File: config.mk
export PLATFORM = sky130hd
export DESIGN_NAME = wb_arbiter_flat
export DESIGN_NICKNAME = d
export VERILOG_FILES = /design/src/rtl/wb_arbiter_pkg.sv /design/src/rtl/wb_arbiter_if.sv /design/src/rtl/wb_arbiter_rr_arbiter2.sv /design/src/rtl/wb_arbiter.sv /design/src/flat_wrapper.sv
export SDC_FILE = /design/constraint.sdc
export NUM_CORES = 1
export LEC_CHECK = 0
export BUFFER_PORTS_ARGS = -buffer_cell sky130_fd_sc_hd__buf_2
export CORE_ASPECT_RATIO = 0.7
export CORE_MARGIN = 3
export CORE_UTILIZATION = 28
export CTS_CLUSTER_SIZE = 10
export DETAILED_ROUTE_END_ITERATION = 10
export HOLD_SLACK_MARGIN = 0.06
export PLACE_DENSITY = 0.58
export SYNTH_ARGS = -nofsm -noshare
export SYNTH_HDL_FRONTEND = slang
export SYNTH_SLANG_ARGS = --single-unit
File: constraint.sdc
create_clock -name clk -period 2.2 [get_ports clk]
set_clock_uncertainty 0.05 [all_clocks]
set_input_delay 0.22 -clock clk [delete_from_list [all_inputs] [get_ports clk]]
set_output_delay 0.22 -clock clk [all_outputs]
set_load 0.02 [all_outputs]
File: src/rtl/wb_arbiter_pkg.sv
// Shared CPU parameters for the write-back arbiter: data width, register-index
// width and the write-back request record.
package wb_arbiter_pkg;

  localparam int XLEN      = 32;
  localparam int REG_IDX_W = 5;

  typedef struct packed {
    logic                 valid;
    logic [REG_IDX_W-1:0] rd;
    logic [XLEN-1:0]      result;
  } wb_req_t;

endpackage

File: src/rtl/wb_arbiter_if.sv
// Write-back bus between the ALU/LSU producers, the register file and the
// register manager; the arbiter sits on the slave side.
interface wb_arbiter_if
  import wb_arbiter_pkg::*;
#(
  parameter int xlen = XLEN
);

  logic                 alu_valid;
  logic [xlen-1:0]      alu_result;
  logic [REG_IDX_W-1:0] alu_rd;
  logic                 alu_ok;
  logic                 lsu_valid;
  logic [xlen-1:0]      lsu_result;
  logic [REG_IDX_W-1:0] lsu_rd;
  logic                 lsu_ok;
  logic                 hold;
  logic                 rf_we;
  logic [REG_IDX_W-1:0] rf_waddr;
  logic [xlen-1:0]      rf_wdata;
  logic                 clr_valid;
  logic [REG_IDX_W-1:0] clr_rd;
  logic [31:0]          retired;

  modport master (
    output alu_valid, alu_result, alu_rd, lsu_valid, lsu_result, lsu_rd, hold,
    input  alu_ok, lsu_ok, rf_we, rf_waddr, rf_wdata, clr_valid, clr_rd, retired
  );

  modport slave (
    input  alu_valid, alu_result, alu_rd, lsu_valid, lsu_result, lsu_rd, hold,
    output alu_ok, lsu_ok, rf_we, rf_waddr, rf_wdata, clr_valid, clr_rd, retired
  );

endinterface

File: src/rtl/wb_arbiter_rr_arbiter2.sv
// Two-way round-robin grant between ALU and LSU. The pointer remembers the
// last winner so a simultaneous request goes to the other source.
module rr_arbiter2 (
  input  logic clk,
  input  logic rst,
  input  logic req_alu,
  input  logic req_lsu,
  input  logic hold,
  output logic grant_alu,
  output logic grant_lsu
);

  logic last_lsu_reg;
  logic last_lsu_next;

  always_comb begin
    grant_alu     = 1'b0;
    grant_lsu     = 1'b0;
    last_lsu_next = last_lsu_reg;
    if (!rst && !hold) begin
      // On contention the source that did not win last time goes first.
      grant_lsu = req_lsu && (!req_alu || !last_lsu_reg);
      grant_alu = req_alu && (!req_lsu ||  last_lsu_reg);
    end
    if (grant_lsu) begin
      last_lsu_next = 1'b1;
    end else if (grant_alu) begin
      last_lsu_next = 1'b0;
    end
  end

  always_ff @(posedge clk) begin
    if (rst) begin
      last_lsu_reg <= 1'b0;
    end else begin
      last_lsu_reg <= last_lsu_next;
    end
  end

endmodule

File: src/rtl/wb_arbiter.sv
// Write-back arbiter: picks one of ALU/LSU per cycle, registers the winner into
// a one-entry stage driving the register file and busy-clear, counts retirements.
module wb_arbiter
  import wb_arbiter_pkg::*;
#(
  parameter int xlen = XLEN
) (
  input  logic          clk,
  input  logic          rst,
  wb_arbiter_if.slave   bus
);

  logic                 grant_alu;
  logic                 grant_lsu;
  wb_req_t              sel_req;

  logic                 rf_we_reg;
  logic [REG_IDX_W-1:0] rf_waddr_reg;
  logic [xlen-1:0]      rf_wdata_reg;
  logic                 clr_valid_reg;
  logic [REG_IDX_W-1:0] clr_rd_reg;
  logic [31:0]          retired_reg;

  rr_arbiter2 u_rr_arbiter2 (
    .clk       (clk),
    .rst       (rst),
    .req_alu   (bus.alu_valid),
    .req_lsu   (bus.lsu_valid),
    .hold      (bus.hold),
    .grant_alu (grant_alu),
    .grant_lsu (grant_lsu)
  );

  assign bus.alu_ok = grant_alu;
  assign bus.lsu_ok = grant_lsu;

  always_comb begin
    sel_req = '0;
    if (grant_lsu) begin
      sel_req = '{valid: 1'b1, rd: bus.lsu_rd, result: XLEN'(bus.lsu_result)};
    end else if (grant_alu) begin
      sel_req = '{valid: 1'b1, rd: bus.alu_rd, result: XLEN'(bus.alu_result)};
    end
  end

  always_ff @(posedge clk) begin
    if (rst) begin
      rf_we_reg     <= 1'b0;
      rf_waddr_reg  <= '0;
      rf_wdata_reg  <= '0;
      clr_valid_reg <= 1'b0;
      clr_rd_reg    <= '0;
      retired_reg   <= '0;
    end else begin
      // x0 writes are swallowed, but the busy-clear still fires for them.
      rf_we_reg     <= sel_req.valid && (sel_req.rd != '0);
      clr_valid_reg <= sel_req.valid;
      if (sel_req.valid) begin
        rf_waddr_reg <= sel_req.rd;
        rf_wdata_reg <= xlen'(sel_req.result);
        clr_rd_reg   <= sel_req.rd;
        retired_reg  <= retired_reg + 32'd1;
      end
    end
  end

  assign bus.rf_we     = rf_we_reg;
  assign bus.rf_waddr  = rf_waddr_reg;
  assign bus.rf_wdata  = rf_wdata_reg;
  assign bus.clr_valid = clr_valid_reg;
  assign bus.clr_rd    = clr_rd_reg;
  assign bus.retired   = retired_reg;

endmodule
File: src/flat_wrapper.sv
// flat-port wrapper written by rule: the top's interface ports become plain ports
module wb_arbiter_flat import wb_arbiter_pkg::*;
#(
  parameter int xlen = XLEN
)
  (clk, rst, bus_alu_valid, bus_alu_result, bus_alu_rd, bus_lsu_valid, bus_lsu_result, bus_lsu_rd, bus_hold, bus_alu_ok, bus_lsu_ok, bus_rf_we, bus_rf_waddr, bus_rf_wdata, bus_clr_valid, bus_clr_rd, bus_retired);
  wb_arbiter_if #(.xlen(xlen)) bus_i ();
  input  logic clk;
  input  logic rst;
  input wire logic [$bits(bus_i.alu_valid)-1:0] bus_alu_valid;
  input wire logic [$bits(bus_i.alu_result)-1:0] bus_alu_result;
  input wire logic [$bits(bus_i.alu_rd)-1:0] bus_alu_rd;
  input wire logic [$bits(bus_i.lsu_valid)-1:0] bus_lsu_valid;
  input wire logic [$bits(bus_i.lsu_result)-1:0] bus_lsu_result;
  input wire logic [$bits(bus_i.lsu_rd)-1:0] bus_lsu_rd;
  input wire logic [$bits(bus_i.hold)-1:0] bus_hold;
  output wire logic [$bits(bus_i.alu_ok)-1:0] bus_alu_ok;
  output wire logic [$bits(bus_i.lsu_ok)-1:0] bus_lsu_ok;
  output wire logic [$bits(bus_i.rf_we)-1:0] bus_rf_we;
  output wire logic [$bits(bus_i.rf_waddr)-1:0] bus_rf_waddr;
  output wire logic [$bits(bus_i.rf_wdata)-1:0] bus_rf_wdata;
  output wire logic [$bits(bus_i.clr_valid)-1:0] bus_clr_valid;
  output wire logic [$bits(bus_i.clr_rd)-1:0] bus_clr_rd;
  output wire logic [$bits(bus_i.retired)-1:0] bus_retired;
  assign bus_i.alu_valid = bus_alu_valid;
  assign bus_i.alu_result = bus_alu_result;
  assign bus_i.alu_rd = bus_alu_rd;
  assign bus_i.lsu_valid = bus_lsu_valid;
  assign bus_i.lsu_result = bus_lsu_result;
  assign bus_i.lsu_rd = bus_lsu_rd;
  assign bus_i.hold = bus_hold;
  assign bus_alu_ok = bus_i.alu_ok;
  assign bus_lsu_ok = bus_i.lsu_ok;
  assign bus_rf_we = bus_i.rf_we;
  assign bus_rf_waddr = bus_i.rf_waddr;
  assign bus_rf_wdata = bus_i.rf_wdata;
  assign bus_clr_valid = bus_i.clr_valid;
  assign bus_clr_rd = bus_i.clr_rd;
  assign bus_retired = bus_i.retired;
  wb_arbiter #(.xlen(xlen)) u_core (.clk(clk), .rst(rst), .bus(bus_i));
endmodule
# Word level (Yosys, flattened, before mapping)

Cells that the tools add are included.

Add/subtract/negate cells: 1
Mux-type cells: 6
Reductions and logical operators: 13

Operators with widths:

| operator                                       | count |
|---|---|
| 2-to-1 mux 38 bit                              | 2 |
| adder 32 x 1 -> 32 bit (second input constant) | 1 |
| zero test 1 bit                                | 5 |
| nonzero test 5 bit                             | 1 |
| logical AND 1 bit                              | 4 |
| 2-to-1 mux 1 bit                               | 4 |
| logical OR 1 bit                               | 2 |
| nonzero test 2 bit                             | 1 |

Register bits after elaboration: 72
Bits of input ports: 79
Output and inout port bits: 78
Word-level logic and storage cells: 26

# Logic depth before layout (Yosys ltp)

Gate-level depths: netlist of run 1.

Depth after elaboration: 8
Gate-level depth with buffers: 7
Mapped depth without buffers: 6

# By module

A second synthesis of run 1 with hierarchy kept.

Cell total of the unflattened synthesis: 397
Area, all modules: 3349.5 µm²

Modules (own cells, without submodules):

| module      | times used | cells each | area an instance (µm²) | seq. area each (µm²) |
|---|---|---|---|---|
| wb_arbiter  | 1          | 387        | 3266.9                 | 1421.4 |
| rr_arbiter2 | 1          | 10         | 82.6                   | 20.0 |

# Worst setup path after synthesis of run 1

OpenSTA, ideal clock, no wires.

Kind: register -> register
Start point: reg u_core.retired_reg[11], in the netlist u_core.bus.retired[11]
End point: reg u_core.retired_reg[31], in the netlist u_core.bus.retired[31]
Setup time: 0.070 ns
Arrival: 1.780 ns
Data required time: 2.080 ns
Setup slack: 0.300 ns
Cell stages (with the launch flop): 6
Path buffers: 0
Clock period less this slack: 1.900 ns
Cell sequence: dfxtp_1 -> nand4_1 -> nor4_2 -> nand3_2 -> or4_1 -> a21oi_1

Cells in the longest elaborated chain, start to end: 1

Ends and longest elaborated chain:

| item                     | RTL line         | text |
|---|---|---|
| start: declaration       | wb_arbiter.sv:22 | `logic [31:0] retired_reg;` |
| start signal: assignment | wb_arbiter.sv:62 | `retired_reg <= retired_reg + 32'd1;` |
| adder 32 x 1 -> 32 bit   | wb_arbiter.sv:62 |  |

Every way passes these cells.
A chain may end at the register's enable or synchronous reset.

# Worst setup path in the final report of run 1

Start point: reg u_core.u_rr_arbiter2.last_lsu_reg
End point: out bus_alu_ok

Cells in the longest elaborated chain, start to end: 3

Ends and longest elaborated chain:

| item                     | RTL line                     | text |
|---|---|---|
| start: declaration       | wb_arbiter_rr_arbiter2.sv:13 | `logic last_lsu_reg;` |
| start signal: assignment | wb_arbiter_rr_arbiter2.sv:36 | `last_lsu_reg <= last_lsu_next;` |
| logical OR 1 bit         | wb_arbiter_rr_arbiter2.sv:23 | `grant_alu = req_alu && (!req_lsu \|\| last_lsu_reg);` |
| logical AND 1 bit        | wb_arbiter_rr_arbiter2.sv:23 |  |
| 2-to-1 mux 1 bit         | wb_arbiter_rr_arbiter2.sv:20 | `if (!rst && !hold) begin` |
| end: declaration         | flat_wrapper.sv:17           | `output wire logic [$bits(bus_i.alu_ok)-1:0] bus_alu_ok;` |

Every way passes these cells.

==> key figures, run 1 <==
Worst hold path
  • Hold crit path type: in2reg
  • Hold_sp: bus_alu_result[21]
  • Hold path depth: 3

Floorplanning
  • Initial core utilization: 0.2970
  • Row count: 30
  • Chip width: 129 um
  • DIE AREA: 0.01188 mm2
  • # IOs: 157
  • Core Region: 0.009985 mm2
  • Die span in y: just over 90 um

STA
  • Worst Max-Slew Pin Slew: 1.020 ns
  • Total negative slack: 0 ns
  • Min cycle time layout: between 1.5 and 2 ns
  • Final hold vios: 0
  • Tcrit/Tclk final: 0.8890
  • Slew Limit Fails: 0
  • Setup ws final: approximately 0.24 ns
  • WHS: 0.1011 ns
  • Slew Limit Headroom: 0.3172
  • Fmax: 0.5113 GHz
  • RSZ-0062 raised after global routing: false
  • Endpoints failing setup: 0

Setup path
  • Reg2reg start: u_core.bus.retired[11]
  • WP buf/inv: 1
  • CP arrival: 1.69 ns
  • CP Max Fanout: 17
  • Worst path depth: 3
  • Crit start category: flip-flop
  • Critical Path, Cell by Cell: nand2b_1 > and3_1 > buf_2
  • Worst path max stage delay: 0.58 ns
  • Setup CP Type: reg2out
  • Largest delay contributor family on the critical path: simple AND/OR/NAND/NOR gates
  • Crit end category: output port
  • CP required: 1.93 ns
  • Critical path launch point: u_core.u_rr_arbiter2.last_lsu_reg
  • Critical path's slowest cell: and3_1
  • Worst Reg2Reg Path Length in Cells: 5

Global routing
  • First-pass GRT wire length: 14.61 mm
  • Antenna violations before repair: 0
  • Vias in the first global route: between 2,000 and 3,000
  • Grt ovf: 0
  • Overall Global Routing Usage: 0.1537
  • Largest net degree at the start of global routing: 44

Synthesis
  • Netlist cell types: 34
  • Synthesis-stage register bit count: 72
  • Mux share of post-synthesis cell area: 0
  • Compound-gate portion of the synthesized area: 0.1553
  • Avg Inst Size Synth: 9.209 um2
  • Area share of fa/ha/maj cells after synthesis: 0.004219
  • Xor-xnor portion of the synthesized cell area: 0.07679
  • Mapped Nets: 402
  • Synth Instances: 322
  • Mapped Area: 0.002965 mm2
  • Yosys warns: 0
  • Sequential area share after synthesis: 0.4861
  • Synth Area in Simple Gates: 0.2308
  • Largest family of logic cells by synthesized area: simple AND/OR/NAND/NOR gates

Clock network
  • Clk sinks: 72
  • Cts bufs inserted: 9
  • CTS tree: built
  • Setup bufs post-CTS: 0
  • Clock tree buffer depth: 2
  • CTS clock-pin slew for the worst setup and hold paths: 0.06 ns
  • Clock latency at the later pin of the worst-skew pair: 0.33 ns
  • Post-CTS sizing: 0
  • Clock Tree Root: clkbuf_16
  • CTS Hold Buffers Added: 0
  • H-tree Lvls: 3

Routing
  • Drt total wl: 9.360 mm
  • First-pass iteration count of the detailed router: 6
  • Wire per inst: 15.42 um
  • Detailed-route via count: roughly 3,100
  • Drt via density: slightly above 5
  • Iteration-0 DRC count of the detailed router: around 220
  • ANT nets after route: 0
  • DRC: 0

Placement
  • PortBufs: 156
  • RD Place Congestion: 0.7857
  • Worst Setup Slack post-DPL: 0.09162 ns
  • Inst Count DP: 591
  • Detail Placement HPWL: about 6.7 mm

Power and ir drop
  • Leakage power: 1.924 nW
  • Power Density: 801.0 mW/mm2
  • Power Total: 3.396 mW
  • VDD IR-drop max: between 0.4 and 0.5 mV

Final layout
  • Post-Layout Cell Count: 607
  • Fin nets: 554
  • Layout area overhead: 43.00%
  • Antenna cells: 0
  • Commonest non-fill, non-tap cell in the layout: buf_2
  • Layout cells sized above 1: 0.3987
  • Commonest cells after routing, fill and taps aside: 156 x buf_2, 72 x dfxtp_1, 64 x nor2_1

Run status
  • Run status: completed

Flow run
  • Max_cap viols: 0
## cell families (layout without fill, tap and decap cells)
group | count (synthesis) | after routing
xor gates and xnor gates | 26 | 26
and+or+nand+nor | 138 | 138
adders and majority gates | 1 | 1
buffers and inverters | 30 | 187
DFF | 72 | 72
AOI/OAI and AO/OA | 55 | 55
## cell usage after synthesis
library cell / instances / area (um2)
a21oi_1: 10 / 50.05
a221o_1: 1 / 10.01
a222oi_1: 33 / 330.3
a22oi_1: 4 / 30.03
and3_1: 4 / 25.02
and4_1: 3 / 26.28
buf_1: 4 / 15.01
buf_4: 5 / 37.54
buf_6: 1 / 11.26
clkbuf_1: 17 / 63.81
dfxtp_1: 72 / 1441
ha_1: 1 / 12.51
inv_1: 3 / 11.26
nand2_1: 22 / 82.58
nand2b_1: 2 / 12.51
nand3_1: 10 / 50.05
nand3_2: 1 / 10.01
nand3b_1: 1 / 7.510
nand4_1: 13 / 81.33
nand4b_1: 1 / 8.760
nor2_1: 64 / 240.2
nor2b_1: 1 / 6.260
nor3_1: 5 / 25.02
nor4_1: 2 / 12.51
nor4_2: 1 / 12.51
nor4_4: 2 / 42.54
o21ai_0: 5 / 25.02
o21bai_1: 1 / 7.510
o31ai_1: 1 / 7.510
or2_4: 1 / 8.760
or3_1: 4 / 25.02
or4_1: 1 / 7.510
xnor2_1: 6 / 52.55
xor2_1: 20 / 175.2
## report_power, final
group          total (mW)  internal [mW]  switching (mW)
clock                1.72           1.14           0.574
combinational       0.310          0.130           0.180
sequential           1.37           1.35          0.0235
## final timing paths
kind,endpoint,slack [ns]
min,u_core.bus.rf_wdata[21],0.10
max,bus_alu_ok,0.24
min reg2reg,u_core.bus.clr_rd[0],0.42
max reg2reg,u_core.bus.retired[31],0.25
## tightest hold or removal path, delay by kind of cell
kind	cells	cell delay [ns]
AO/OA/AOI/OAI	1	0.07
buffers and inverters	1	0.08
AND/OR/NAND/NOR	1	0.08
## metal layers
metal	track usage	share of wire	up-vias
met5	0	0	-
met4	0.05332	0.010	0
met3	0.03667	0.073	11
met2	0.2448	0.45	141
met1	0.2030	0.47	1435
li1	-	-	1495
## layout make-up
cell class,instances,area (um2)
tap,128,160.2
timing repair buffer,168,870.8
inverter,3,11.26
fill,1012,5744
clock inverter,6,115.1
sequential,72,1441
multi-input combinational,220,1403
clock buffer,10,239.0
## metrics by stage
| step | utilization | area [um2] |
|---|---|---|
| final | 0.4247 | 4240 |
| after global routing | 0.4247 | 4240 |
| after CTS | 0.4241 | 4234 |
| after detailed placement | 0.3886 | 3880 |
| after global placement | 0.3886 | 3880 |
| after floorplan | - | 2965 |
Note: power is estimated with default switching activity, not from simulation.
==> run 2: changes to the inputs <==
--- a/config.mk
+++ b/config.mk
@@ -6,13 +6,16 @@
 export NUM_CORES = 1
 export LEC_CHECK = 0
 export BUFFER_PORTS_ARGS = -buffer_cell sky130_fd_sc_hd__buf_2
+export CELL_PAD_IN_SITES_DETAIL_PLACEMENT = 1
+export CELL_PAD_IN_SITES_GLOBAL_PLACEMENT = 2
 export CORE_ASPECT_RATIO = 0.7
 export CORE_MARGIN = 3
-export CORE_UTILIZATION = 28
+export CORE_UTILIZATION = 25
 export CTS_CLUSTER_SIZE = 10
 export DETAILED_ROUTE_END_ITERATION = 10
 export HOLD_SLACK_MARGIN = 0.06
-export PLACE_DENSITY = 0.58
+export PLACE_DENSITY = 0.84
+export SETUP_SLACK_MARGIN = 0.4
 export SYNTH_ARGS = -nofsm -noshare
 export SYNTH_HDL_FRONTEND = slang
 export SYNTH_SLANG_ARGS = --single-unit
==> run 2 against run 1 <==
- sequential share of layout area down 0.25 points
- die area up 11%
- routed wire length up 9.0%
- core utilization down 3.7 points
- critical path depth up 3
- critical endpoint is now u_core.bus.retired[28]
==> key figures, run 2 (synthesis results as in run 1) <==
Power and ir drop
  • Clock power share: 0.460 (was 0.506)
  • Switching share of total power: 0.2351 (was 0.2287)
  • Leakage power: 2.001 nW (was 1.924 nW)
  • Sw Pwr: 0.7300 mW (was 0.7768 mW)
  • VDD IR-drop max: 0.3513 mV (was 0.4127 mV)
  • Power Total: 3.105 mW (was 3.396 mW)
  • Pint: 2.375 mW (was 2.620 mW)
  • Sequential power share: 0.439 (was 0.403)
  • Power Density: 710.2 mW/mm2 (was 801.0 mW/mm2)
  • Comb power frac: 0.101 (was 0.091)

Clock network
  • Cts bufs inserted: 9 (unchanged)
  • CTS tree: built (unchanged)
  • H-tree Lvls: 3 (unchanged)
  • CTS Hold Buffers Added: 0 (unchanged)
  • Clock latency at the later pin of the worst-skew pair: 0.33 ns (about the same)
  • Clock tree buffer depth: 2 (unchanged)
  • Clk sinks: 72 (unchanged)
  • CTS clock-pin slew for the worst setup and hold paths: 0.06 ns (about the same)
  • Clock Tree Root: clkbuf_16 (unchanged)

Global routing
  • Antenna violations before repair: 0 (unchanged)
  • Grt ovf: 0 (unchanged)
  • Overall Global Routing Usage: 0.1505 (was 0.1537)
  • Vias in the first global route: 3,127 (was 2,943)
  • First-pass GRT wire length: 16.18 mm (was 14.61 mm)
  • Largest net degree at the start of global routing: 46 (was 44)

Setup path
  • Critical Path, Cell by Cell: nand4_1 > buf_4 > nor4_4 > nand3_2 > or3_1 > a21oi_1 (was nand2b_1 > and3_1 > buf_2)
  • CP required: 2.40 ns (was 1.93 ns)
  • Critical path's slowest cell: dfxtp_2 (was and3_1)
  • Crit start category: flip-flop (unchanged)
  • CP arrival: 1.95 ns (was 1.69 ns)
  • Flop2flop setup slack: 0.44 ns (was 0.25 ns)
  • Worst path max stage delay: 0.37 ns (was 0.58 ns)
  • CP Max Fanout: 6 (was 17)
  • Largest delay contributor family on the critical path: simple AND/OR/NAND/NOR gates (unchanged)
  • Worst Reg2Reg Path Length in Cells: 6 (was 5)
  • Reg2reg start: u_core.bus.retired[15] (was u_core.bus.retired[11])
  • Crit end category: flip-flop (was output port)
  • WP buf/inv: 1 (unchanged)
  • Setup CP Type: reg2reg (was reg2out)
  • Reg2reg end: u_core.bus.retired[28] (was u_core.bus.retired[31])

STA
  • Endpoints failing setup: 0 (unchanged)
  • Fmax: 0.5697 GHz (was 0.5113 GHz)
  • WHS: 0.08726 ns (was 0.1011 ns)
  • Worst Max-Slew Pin Slew: 0.5252 ns (was 1.020 ns)
  • Tcrit/Tclk final: 0.7979 (was 0.8890)
  • Slew Limit Headroom: 0.6498 (was 0.3172)
  • Setup ws final: 0.4447 ns (was 0.2442 ns)
  • Min cycle time layout: 1.755 ns (was 1.956 ns)
  • Slew Limit Fails: 0 (unchanged)
  • Total negative slack: 0 ns (unchanged)
  • Final hold vios: 0 (unchanged)
  • RSZ-0062 raised after global routing: true (was false)

Floorplanning
  • Row count: 32 (was 30)
  • DIE AREA: 0.01322 mm2 (was 0.01188 mm2)
  • Initial core utilization: 0.2626 (was 0.2970)
  • Chip width: 136.2 um (was 129 um)
  • Core Region: 0.01129 mm2 (was 0.009985 mm2)
  • Die span in y: 97.12 um (was 92.10 um)
  • # IOs: 157 (unchanged)

Placement
  • RD Place Congestion: 0.7617 (was 0.7857)
  • PortBufs: 156 (unchanged)
  • Worst Setup Slack post-DPL: 0.1694 ns (was 0.09162 ns)
  • Detail Placement HPWL: 7.807 mm (was 6.740 mm)

Worst hold path
  • Hold path depth: 2 (was 3)
  • Hold crit path type: in2reg (unchanged)
  • Min-Delay Endpoint: u_core.bus.rf_we (was u_core.bus.rf_wdata[21])
  • Hold_sp: bus_alu_rd[3] (was bus_alu_result[21])

Routing
  • Iteration-0 DRC count of the detailed router: 238 (was 224)
  • Wire per inst: 15.94 um (was 15.42 um)
  • Drt total wl: 10.20 mm (was 9.360 mm)
  • Detailed-route via count: 3,137 (was 3,082)
  • First-pass iteration count of the detailed router: 9 (was 6)
  • DRC: 0 (unchanged)
  • ANT nets after route: 0 (unchanged)
  • Drt via density: 4.902 (was 5.077)

Final layout
  • Layout area overhead: 47.43% (was 43.00%)
  • Fin nets: 562 (was 554)
  • Antenna cells: 0 (unchanged)
  • Multi-input gate area: 0.001448 mm2 (was 0.001403 mm2)
  • Final core occ: 0.3872 (was 0.4247)
  • Commonest non-fill, non-tap cell in the layout: buf_2 (unchanged)
  • # fillers: 1,359 (was 1,012)
  • Layout cells sized above 1: 0.4538 (was 0.3987)
  • Commonest cells after routing, fill and taps aside: 156 x buf_2, 64 x nor2_1, 55 x dfxtp_1 (was 156 x buf_2, 72 x dfxtp_1, 64 x nor2_1)
  • FF+latch area: 0.001475 mm2 (was 0.001441 mm2)

Flow run
  • Max_cap viols: 0 (unchanged)

Run status
  • Run status: completed (unchanged)
run 2: changes by cell type in the layout (fill, tap and decap cells not counted), sizes merged:
| cell | change |
|---|---|
| buf | +8 |
| bufinv | -2 |
| clkbuf | +2 |
| clkinv | +2 |
| clkinvlp | -1 |
| inv | -1 |
run 2: cell type report:
class / count / area share
Sequential cell: 72 / 0.3374
Clock inverter: 4 / 0.01002
Inverter: 3 / 0.002576
Tap cell: 153 / 0.04379
Timing Repair Buffer: 176 / 0.2187
Multi-Input combinational cell: 220 / 0.3311
Clock buffer: 12 / 0.05638
run 2: worst reg2reg max path, stage by stage (launching register included):
cell and delay [ns]:
dfxtp_2 0.37, nand4_1 0.12, buf_4 0.17, nor4_4 0.30, nand3_2 0.16, or3_1 0.34, a21oi_1 0.17
run 2: metrics by stage:
step	cell area, um2	instances
floorplan	3003	322
global placement	3966	616
detailed placement	3966	616
CTS	4294	636
global route	4372	640
finish	4372	640
run 2: worst max-delay path by stage:
stage | slack, ns | startpoint | end | cells past startpoint
final | 0.44 | u_core.bus.retired[15] | u_core.bus.retired[28] | 6
after global placement | 0.35 | u_core.bus.retired[11] | u_core.bus.retired[30] | 5
after global routing | 0.36 | u_core.bus.retired[15] | u_core.bus.retired[28] | 6
after CTS | 0.37 | u_core.bus.retired[17] | u_core.bus.retired[28] | 5
after floorplan | 0.39 | u_core.bus.retired[10] | u_core.bus.retired[31] | 5
after detailed placement | 0.17 | u_core.bus.retired[11] | u_core.bus.retired[28] | 5
run 2: power groups by stage:
stage	clock, mW	sequential, mW	combinational [mW]
4_1_cts	1.48	1.37	0.316
5_1_grt	1.53	1.37	0.344
6_report	1.43	1.36	0.313
3_3_place_gp	0	1.39	0.310
3_5_place_dp	0	1.39	0.316
2_1_floorplan	0	1.44	0.124
run 2: metal layers:
layer / vias up / share of wire / global-route usage
met2: 124 / 0.45 / 0.2332
met4: 0 / 0.018 / 0.04183
met5: - / 0 / 0
met3: 16 / 0.073 / 0.04037
met1: 1497 / 0.46 / 0.2062
li1: 1500 / - / -
run 2: repair_timing:
item | CTS | global route
setup buffers | 4 | 4
pin swaps | 2 | 3
setup endpoints to repair | 5 | 13
gates cloned | 0 | 0
resized for setup | 2 | 12
==> run 3: changes to the inputs <==
==> constraint.sdc (replaced) <==
create_clock -name clk -period 1.8 [get_ports clk]
set_clock_uncertainty 0.05 [all_clocks]
set_input_delay 0.18 -clock clk [delete_from_list [all_inputs] [get_ports clk]]
set_output_delay 0.18 -clock clk [all_outputs]
set_load 0.02 [all_outputs]
==> run 3 against run 2 <==
- count of clock-buffer cells in the layout is 1 lower
- total power increased by 29%
- first-iteration DRC count is 8.8% higher
- sequential share of layout area shrank 5.1 points
- fmax grew 2.1%
- clock power up 27%
- non-clock buffer count increased by 61
- sequential cell count stayed put
- die area unchanged
- combinational power grew 66%
- critical path type unchanged
- largest cell class is now buffers
- largest power group unchanged
==> key figures, run 3 (synthesis results as in run 1) <==
Setup path
  • Setup CP Type: reg2reg (unchanged)
  • CP Max Fanout: 2 (was 6)
  • CP required: 2.01 ns (was 2.40 ns)
  • Critical Path, Cell by Cell: nand4_1 > buf_4 > nor4_4 > nand3_2 > or4_1 > a21oi_1 (was nand4_1 > buf_4 > nor4_4 > nand3_2 > or3_1 > a21oi_1)
  • Crit start category: flip-flop (unchanged)
  • Crit end category: flip-flop (unchanged)
  • Worst path max stage delay: 0.41 ns (was 0.37 ns)
  • Critical path's slowest cell: or4_1 (was dfxtp_2)
  • CP arrival: 1.93 ns (was 1.95 ns)

Clock network
  • Clk sinks: 72 (unchanged)
  • Clock tree buffer depth: 2 (unchanged)
  • H-tree Lvls: 3 (unchanged)
  • Cts bufs inserted: 9 (unchanged)
  • Clock Tree Root: clkbuf_16 (unchanged)
  • CTS clock-pin slew for the worst setup and hold paths: 0.06 ns (about the same)
  • Clock latency at the later pin of the worst-skew pair: 0.33 ns (about the same)
  • CTS tree: built (unchanged)

STA
  • RSZ-0062 raised after global routing: true (unchanged)
  • Min cycle time layout: 1.720 ns (was 1.755 ns)
  • Slew Limit Headroom: 0.3122 (was 0.6498)
  • Slew Limit Fails: 0 (unchanged)
  • Tcrit/Tclk final: 0.9553 (was 0.7979)
  • Fmax: 0.5816 GHz (was 0.5697 GHz)
  • Endpoints failing setup: 0 (unchanged)
  • Worst Max-Slew Pin Slew: 1.032 ns (was 0.5252 ns)
  • Final hold vios: 0 (unchanged)

Final layout
  • Post-route cell area: 0.005191 mm2 (was 0.004372 mm2)
  • Layout area overhead: 75.06% (was 47.43%)
  • Post-Layout Cell Count: 703 (was 640)
  • Layout cells sized above 1: 0.5364 (was 0.4538)
  • Fin nets: 625 (was 562)
  • Commonest cells after routing, fill and taps aside: 154 x buf_2, 64 x nor2_1, 51 x dfxtp_1 (was 156 x buf_2, 64 x nor2_1, 55 x dfxtp_1)
  • Commonest non-fill, non-tap cell in the layout: buf_2 (unchanged)
  • Final core occ: 0.4598 (was 0.3872)
  • Antenna cells: 0 (unchanged)

Global routing
  • Largest net degree at the start of global routing: 71 (was 46)
  • Antenna violations before repair: 0 (unchanged)
  • Vias in the first global route: 3,641 (was 3,127)
  • First-pass GRT wire length: 19.33 mm (was 16.18 mm)
  • Overall Global Routing Usage: 0.1844 (was 0.1505)
  • Grt ovf: 0 (unchanged)

Routing
  • First-pass iteration count of the detailed router: 7 (was 9)
  • DRC: 0 (unchanged)
  • Detailed-route via count: 3,495 (was 3,137)
  • ANT nets after route: 0 (unchanged)
  • Drt via density: 4.972 (was 4.902)
  • Iteration-0 DRC count of the detailed router: 259 (was 238)
  • Wire per inst: 18.08 um (was 15.94 um)
  • Drt total wl: 12.71 mm (was 10.20 mm)

Power and ir drop
  • Leakage power: 2.369 nW (was 2.001 nW)
  • Power Density: 770.7 mW/mm2 (was 710.2 mW/mm2)
  • VDD IR-drop max: 0.4255 mV (was 0.3513 mV)

Placement
  • Placed Area: 0.004101 mm2 (was 0.003966 mm2)
  • Detail Placement HPWL: 7.833 mm (was 7.807 mm)
  • PortBufs: 156 (unchanged)
  • Inst Count DP: 632 (was 616)
  • RD Place Congestion: 0.7617 (unchanged)

Run status
  • Run status: completed (unchanged)

Worst hold path
  • Hold crit path type: in2reg (unchanged)

Flow run
  • Max_cap viols: 0 (unchanged)

Floorplanning
  • Initial core utilization: 0.2626 (unchanged)
  • Die span in y: 97.12 um (unchanged)
  • Chip width: 136.2 um (unchanged)
  • Row count: 32 (unchanged)
  • # IOs: 157 (unchanged)
  • DIE AREA: 0.01322 mm2 (unchanged)
  • Core Region: 0.01129 mm2 (unchanged)
==> run 3: final timing paths <==
check                                       startpoint  slack, ns  cells after the start                      end
worst min register to register    u_core.bus.clr_rd[0]       0.43                      2     u_core.bus.clr_rd[0]
worst max register to register  u_core.bus.retired[18]       0.08                      6   u_core.bus.retired[31]
worst max-delay path            u_core.bus.retired[18]       0.08                      6   u_core.bus.retired[31]
worst min-delay path                bus_alu_result[31]       0.06                      3  u_core.bus.rf_wdata[31]
==> run 3: per-layer routing <==
metal	vias to the layer above	global-route usage	wire length, um
met5	-	0	0
met4	0	0.04260	139
met3	14	0.05538	883
met2	123	0.3047	6072
met1	1721	0.2364	5614
li1	1637	-	-
==> run 3: per-stage QoR <==
step	power (mW)	hold slack, ns	TNS, ns	worst slack, ns
4_1_cts	4.021	0.06113	0	0.07004
6_report	4.001	0.05854	0	0.08048
3_5_place_dp	2.097	0.3951	0	0.007341
5_1_grt	4.172	0.06381	-0.04917	-0.03368
3_3_place_gp	2.087	0.3749	0	0.01876
2_1_floorplan	1.925	0.2678	0	0.06767
==> run 3: cell type report <==
type                       instances  area, um2
sequential                        72       1485
fill                            1347       6100
clock buffer                      11      242.7
tap                              153      191.4
timing repair buffer             237       1630
inverter                           3      11.26
multi-input combinational        222       1575
clock inverter                     5      55.05
==> run 3: critical path: cells and delay by family, from the launching register on <==
kind / cells / cell delay (ns)
AOI/OAI and AO/OA: 1 / 0.16
DFF: 1 / 0.33
buffers and inverters: 1 / 0.17
and+or+nand+nor: 4 / 0.94
==> run 3: timing repair <==
action,4_1_cts,5_1_grt
buffers inserted,22,14
gates resized for setup,48,19
hold buffers,11,0
setup endpoints to repair,62,65
hold endpoints to repair,8,0
cloned,7,1
pin swaps,58,64
==> run 3: where the power goes <==
group,switching (mW),leakage [nW],internal (mW),total [mW]
Combinational,0.270,1.62,0.250,0.519
Clock,0.704,0.150,1.11,1.81
Sequential,0.0317,0.597,1.64,1.67
Total,1.01,2.37,3.00,4.00
